<file path="config.mk">
export PLATFORM = sky130hd
export DESIGN_NAME = rtc_bcd_counter
export DESIGN_NICKNAME = d
export VERILOG_FILES = /design/src/rtl/rtc_bcd_counter.sv
export SDC_FILE = /design/constraint.sdc
export NUM_CORES = 1
export LEC_CHECK = 0
export BUFFER_PORTS_ARGS = -buffer_cell sky130_fd_sc_hd__buf_2
export CAP_MARGIN = 5
export CORE_UTILIZATION = 50
export DETAILED_ROUTE_END_ITERATION = 10
export GPL_TIMING_DRIVEN = 1
export PLACE_DENSITY = 0.68
export SLEW_MARGIN = 20
export SYNTH_ARGS = -nofsm -noshare
export SYNTH_HDL_FRONTEND = slang
export SYNTH_SLANG_ARGS = --single-unit
</file>
<file path="constraint.sdc">
create_clock -name clk_i -period 4.8 [get_ports clk_i]
set_input_delay 0.72 -clock clk_i [delete_from_list [all_inputs] [get_ports clk_i]]
set_output_delay 0.72 -clock clk_i [all_outputs]
set_load 0.01 [all_outputs]
</file>
<file path="src/rtl/rtc_bcd_counter.sv">
// HH:MM:SS real-time counter with internal one-second tick, 12/24-hour display
// and hour/minute set buttons with auto-repeat. Single clock, synchronous reset.
module rtc_bcd_counter #(
  parameter int unsigned TICK_DIV    = 50_000_000,
  parameter int unsigned REPEAT_DLY  = 25_000_000,
  parameter int unsigned REPEAT_RATE = 10_000_000
) (
  input  logic       clk_i,
  input  logic       rst_i,
  input  logic       button_hr_i,
  input  logic       button_min_i,
  input  logic       mode12_i,
  output logic [1:0] hr1_o,
  output logic [3:0] hr2_o,
  output logic [2:0] min1_o,
  output logic [3:0] min2_o,
  output logic [2:0] sec1_o,
  output logic [3:0] sec2_o,
  output logic       pm_o,
  output logic       sec_tick_o
);

  localparam int unsigned TW   = $clog2(TICK_DIV);
  localparam int unsigned MAXC = (REPEAT_DLY > REPEAT_RATE) ? REPEAT_DLY : REPEAT_RATE;
  localparam int unsigned CW   = $clog2(MAXC + 1);
  localparam logic [TW-1:0] TICK_LAST = TW'(TICK_DIV - 1);
  localparam logic [CW-1:0] DLY_LAST  = CW'(REPEAT_DLY - 1);
  localparam logic [CW-1:0] RATE_LAST = CW'(REPEAT_RATE - 1);

  typedef enum logic [1:0] {RPT_IDLE, RPT_DELAY, RPT_REPEAT} rpt_state_e;

  logic [1:0] hr_sync_q, hr_sync_d, min_sync_q, min_sync_d;
  logic       hr_held, min_held, set_mode;

  rpt_state_e hr_st_q, hr_st_d, min_st_q, min_st_d;
  logic [CW-1:0] hr_cnt_q, hr_cnt_d, min_cnt_q, min_cnt_d;
  logic       hr_inc, min_inc;

  logic [TW-1:0] tcnt_q, tcnt_d;
  logic       tick, tick_q;
  logic [4:0] hours_q, hours_d;
  logic [2:0] min1_q, min1_d, sec1_q, sec1_d;
  logic [3:0] min2_q, min2_d, sec2_q, sec2_d;

  logic [4:0] hr_disp;
  logic [1:0] hr1_q, hr1_d;
  logic [3:0] hr2_q, hr2_d;
  logic       pm_q, pm_d, sec_tick_q;
  logic [2:0] dmin1_q, dsec1_q;
  logic [3:0] dmin2_q, dsec2_q;

  always_comb begin
    hr_sync_d  = {hr_sync_q[0], button_hr_i};
    min_sync_d = {min_sync_q[0], button_min_i};
    hr_held    = hr_sync_q[1];
    // minute button is masked while the hour button is held
    min_held   = min_sync_q[1] & ~hr_sync_q[1];
    set_mode   = hr_sync_q[1] | min_sync_q[1];
  end

  // Idle state doubles as the rising-edge detector: first held cycle increments.
  always_comb begin
    hr_st_d  = hr_st_q;
    hr_cnt_d = '0;
    hr_inc   = 1'b0;
    if (!hr_held) begin
      hr_st_d = RPT_IDLE;
    end else begin
      case (hr_st_q)
        RPT_IDLE: begin
          hr_inc  = 1'b1;
          hr_st_d = RPT_DELAY;
        end
        RPT_DELAY: begin
          if (hr_cnt_q == DLY_LAST) begin
            hr_inc  = 1'b1;
            hr_st_d = RPT_REPEAT;
          end else begin
            hr_cnt_d = hr_cnt_q + CW'(1);
          end
        end
        RPT_REPEAT: begin
          if (hr_cnt_q == RATE_LAST) hr_inc = 1'b1;
          else hr_cnt_d = hr_cnt_q + CW'(1);
        end
        default: hr_st_d = RPT_IDLE;
      endcase
    end
  end

  always_comb begin
    min_st_d  = min_st_q;
    min_cnt_d = '0;
    min_inc   = 1'b0;
    if (!min_held) begin
      min_st_d = RPT_IDLE;
    end else begin
      case (min_st_q)
        RPT_IDLE: begin
          min_inc  = 1'b1;
          min_st_d = RPT_DELAY;
        end
        RPT_DELAY: begin
          if (min_cnt_q == DLY_LAST) begin
            min_inc  = 1'b1;
            min_st_d = RPT_REPEAT;
          end else begin
            min_cnt_d = min_cnt_q + CW'(1);
          end
        end
        RPT_REPEAT: begin
          if (min_cnt_q == RATE_LAST) min_inc = 1'b1;
          else min_cnt_d = min_cnt_q + CW'(1);
        end
        default: min_st_d = RPT_IDLE;
      endcase
    end
  end

  always_comb begin
    tcnt_d  = tcnt_q;
    hours_d = hours_q;
    min1_d  = min1_q;
    min2_d  = min2_q;
    sec1_d  = sec1_q;
    sec2_d  = sec2_q;
    tick    = 1'b0;
    if (set_mode) begin
      tcnt_d = '0;
      sec1_d = '0;
      sec2_d = '0;
      if (hr_inc) begin
        hours_d = (hours_q == 5'd23) ? '0 : hours_q + 5'd1;
      end else if (min_inc) begin
        if (min2_q == 4'd9) begin
          min2_d = '0;
          min1_d = (min1_q == 3'd5) ? '0 : min1_q + 3'd1;
        end else begin
          min2_d = min2_q + 4'd1;
        end
      end
    end else if (tcnt_q == TICK_LAST) begin
      tick   = 1'b1;
      tcnt_d = '0;
      if (sec2_q != 4'd9) begin
        sec2_d = sec2_q + 4'd1;
      end else begin
        sec2_d = '0;
        if (sec1_q != 3'd5) begin
          sec1_d = sec1_q + 3'd1;
        end else begin
          sec1_d = '0;
          if (min2_q != 4'd9) begin
            min2_d = min2_q + 4'd1;
          end else begin
            min2_d = '0;
            if (min1_q != 3'd5) begin
              min1_d = min1_q + 3'd1;
            end else begin
              min1_d  = '0;
              hours_d = (hours_q == 5'd23) ? '0 : hours_q + 5'd1;
            end
          end
        end
      end
    end else begin
      tcnt_d = tcnt_q + TW'(1);
    end
  end

  always_comb begin
    hr_disp = hours_q;
    pm_d    = 1'b0;
    if (mode12_i) begin
      pm_d = (hours_q >= 5'd12);
      if (hours_q == 5'd0)       hr_disp = 5'd12;
      else if (hours_q > 5'd12)  hr_disp = hours_q - 5'd12;
    end
    if (hr_disp >= 5'd20) begin
      hr1_d = 2'd2;
      hr2_d = 4'(hr_disp - 5'd20);
    end else if (hr_disp >= 5'd10) begin
      hr1_d = 2'd1;
      hr2_d = 4'(hr_disp - 5'd10);
    end else begin
      hr1_d = 2'd0;
      hr2_d = 4'(hr_disp);
    end
  end

  always_ff @(posedge clk_i) begin
    if (rst_i) begin
      hr_sync_q  <= '0;
      min_sync_q <= '0;
      hr_st_q    <= RPT_IDLE;
      min_st_q   <= RPT_IDLE;
      hr_cnt_q   <= '0;
      min_cnt_q  <= '0;
      tcnt_q     <= '0;
      tick_q     <= 1'b0;
      hours_q    <= '0;
      min1_q     <= '0;
      min2_q     <= '0;
      sec1_q     <= '0;
      sec2_q     <= '0;
      hr1_q      <= '0;
      hr2_q      <= '0;
      dmin1_q    <= '0;
      dmin2_q    <= '0;
      dsec1_q    <= '0;
      dsec2_q    <= '0;
      pm_q       <= 1'b0;
      sec_tick_q <= 1'b0;
    end else begin
      hr_sync_q  <= hr_sync_d;
      min_sync_q <= min_sync_d;
      hr_st_q    <= hr_st_d;
      min_st_q   <= min_st_d;
      hr_cnt_q   <= hr_cnt_d;
      min_cnt_q  <= min_cnt_d;
      tcnt_q     <= tcnt_d;
      tick_q     <= tick;
      hours_q    <= hours_d;
      min1_q     <= min1_d;
      min2_q     <= min2_d;
      sec1_q     <= sec1_d;
      sec2_q     <= sec2_d;
      hr1_q      <= hr1_d;
      hr2_q      <= hr2_d;
      dmin1_q    <= min1_q;
      dmin2_q    <= min2_q;
      dsec1_q    <= sec1_q;
      dsec2_q    <= sec2_q;
      pm_q       <= pm_d;
      sec_tick_q <= tick_q;
    end
  end

  assign hr1_o      = hr1_q;
  assign hr2_o      = hr2_q;
  assign min1_o     = dmin1_q;
  assign min2_o     = dmin2_q;
  assign sec1_o     = dsec1_q;
  assign sec2_o     = dsec2_q;
  assign pm_o       = pm_q;
  assign sec_tick_o = sec_tick_q;

endmodule
</file>
==> run_results.csv <==
group,metric,value,unit
grt,grt_pass1_vias,4236,
sta,layout_setup_ws,1940,ps
placed_design,place_ws,2000,ps
sta,hold_viol,0,
synthesis,synth_warnings,0,
finish,area_growth,13.9,%
cts,postCtsHoldBufs,0,
grt,use_met2,0.326,
worst_hold_path,hp-class,"register to register",
placed_design,place.gp.congestion,0.835,
floorplan,fp-row-count,39,
pwr,switchingPower,0.501,mW
grt,grt_first_pass_wirelength,19100,um
cts,cts_sinks,126,
grt,grt_use_total,0.201,
cts,cts_tree,"done",
pwr,power.internal,1.94,mW
cts,clkSlewWorstSetupHoldPaths,60,ps
pwr,power_frac_comb,0.027,
cts,cts_resized,0,
cts,cts-buffers-inserted,17,
synthesis,netlist_area,5870,um2
pwr,p_sw_frac,0.206,
run,max-cap-violations,0,
synthesis,synth-seq-cells,126,
drt,wire_per_inst,13.2,um
grt,antenna_found_initial,0,
grt,grt_overflow,0,
finish,antenna_cells,0,
floorplan,start_util,0.514,
drt,drc_errors,0,
placed_design,io_buffers,26,
grt,gr-usage-met3,0.0629,
grt,met1_usage,0.253,
critical_path,worst_ep_required_time,5140,ps
critical_path,crit_type,"register to register",
drt,drtIter0Drc,230,
cts,cts_buffer_depth,2,
synthesis,avgSynthCellArea,8.77,um2
cts,clk_latency,410,ps
floorplan,io_pins,27,
cts,cts_root_buffer,"clkbuf_16",
critical_path,endpoint_kind,"register",
synthesis,ys_top_cells_by_area,"dfxtp_1, nor2_1, xor2_1",
critical_path,startpoint_type,"register",
pwr,totalPowerFinal,2.44,mW
status,status,"finished, final reports clean",
finish,nets,719,
floorplan,die_w,110,um
sta,fin_crit,2860,ps
pwr,power_density,364,nW/um2
drt,viasPerCell,5.35,
pwr,leakage,2.44,nW
sta,finalSetupViolCount,0,
sta,skew,7.30,ps
drt,dr.pass1.iters,4,
finish,drive_gt1_frac,0.0980,
sta,timing.final.max_slew_violations,0,
pwr,max-vdd-ir-drop,0.324,mV
sta,rsz0062_at_grt,"false",
finish,fin_cells,847,
placed_design,post-place-cells,815,
floorplan,die_h,110,um
finish,utilization,0.586,
drt,drt_wl_total,11200,um
synthesis,synth_flop_cell,"dfxtp_1",
sta,slew_headroom,0.385,
synthesis,yosys.area.top_type,"dfxtp_1",
synthesis,synth.distinct_cells,60,
cts,cts_setup_buffers,0,
synthesis,synth_nets,698,
placed_design,dp_hpwl,7590,um
pwr,sequentialPowerShare,0.436,
drt,ant_nets,0,
grt,grt_max_degree,42,
synthesis,synth_seq_area_share,0.429,
grt,grt_most_used_layer,"met2",
synthesis,syn_inst,670,
sta,worstMarginPinSlew,920,ps
synthesis,synth_top_area_share,0.429,
floorplan,dieArea,12200,um2
critical_path,path_max_fanout,10,
sta,timing.fmax,350,MHz
synthesis,async_flop_share,0,
critical_path,arrival,3190,ps
cts,htree_levels,4,
drt,vias,4533,
sta,setup_tns,0,ps
pwr,power_frac_clock,0.537,
sta,min_period_over_period,0.595,
synthesis,synth_edf_count,0,
floorplan,core,11400,um2
## cells in the final DEF (no fill, tap or decap), types with 3 or more instances in the layout
master,instances
a21boi_0,3
a21oi_1,20
and2_1,4
and3_1,11
and4_1,7
and4b_1,4
buf_2,26
bufinv_16,3
clkbuf_1,3
clkbuf_16,17
clkbuf_8,3
clkinvlp_4,4
dfxtp_1,126
ha_1,23
inv_1,26
mux2_2,4
nand2_1,41
nand2b_1,3
nand3_1,38
nand4_1,22
nor2_1,108
nor2b_1,30
nor3_1,14
nor3b_1,3
nor4_1,9
nor4b_1,4
o21ai_0,17
o31ai_1,5
or3_1,7
or4_1,3
or4b_1,4
xnor2_1,28
xor2_1,43
## per-stage QoR
step / hold WS [ps] / area [um2]
5_1_grt: 469 / 6690
3_5_place_dp: 438 / 6080
6_report: 450 / 6690
3_3_place_gp: 429 / 6080
2_1_floorplan: 414 / 5870
4_1_cts: 458 / 6690
## final timing paths
path | slack (ps) | end | cells past startpoint | startpoint
min | 450 | sec_tick_o | 1 | tick_q
max reg2reg | 1940 | hr2_o[1] | 10 | hours_q[2]
max | 1940 | hr2_o[1] | 10 | hours_q[2]
min reg2reg | 450 | sec_tick_o | 1 | tick_q
## routing by layer
metal	up-vias	wire length, um
met1	2120	5550
met3	8	348
li1	2346	-
met2	59	5220
met4	0	100
met5	-	0
## layout make-up
type	count	area, um2
Inverter	26	97.6
Tap cell	143	179
Clock inverter	9	134
Multi-Input combinational cell	494	3150
Fill cell	1010	4730
Sequential cell	126	2520
Timing Repair Buffer	26	130
Clock buffer	23	478
## cell families after synthesis
family,Yosys count,synth area share
AND/OR/NAND/NOR,325,0.289
flip-flops,126,0.429
XOR/XNOR,71,0.106
AO/OA/AOI/OAI,69,0.0805
buffers and inverters,50,0.0347
adder cells (fa/ha/maj),23,0.0490
multiplexers,6,0.0111
## synth_stat cells, drive strengths merged (20+ instances only)
| master | count |
|---|---|
| nor2 | 108 |
| dfxtp | 126 |
| ha | 23 |
| nor2b | 30 |
| inv | 26 |
| xor2 | 43 |
| clkbuf | 20 |
| xnor2 | 28 |
| a21oi | 20 |
| nand3 | 38 |
| nand4 | 23 |
| nand2 | 41 |
## state kept, by name, summed over array words and instances, names as in the netlist, 4 cells and up
register and count:
hr2_o 4, sec2_q 4, min_cnt_q 25, min2_q 4, min2_o 4, hr_cnt_q 25
hours_q 5, tcnt_q 26, sec2_o 4
## critical path: stages, from the launching register on
cell and delay [ps]:
dfxtp_1 510, ha_1 320, a21boi_0 120, o211a_1 230
o21ai_0 400, inv_1 130, ha_1 230, a21boi_0 140
or3_1 380, a21o_1 190, a21oi_1 140
## power by group through the flow
stage / clock network [mW] / logic (mW) / registers [mW]
after detailed placement: 0 / 0.0649 / 1.08
after CTS: 1.33 / 0.0655 / 1.06
after global placement: 0 / 0.0622 / 1.08
after global routing: 1.39 / 0.0738 / 1.06
after floorplan: 0 / 0.0483 / 1.08
final: 1.31 / 0.0655 / 1.06
(Power assumes the default switching activity.)
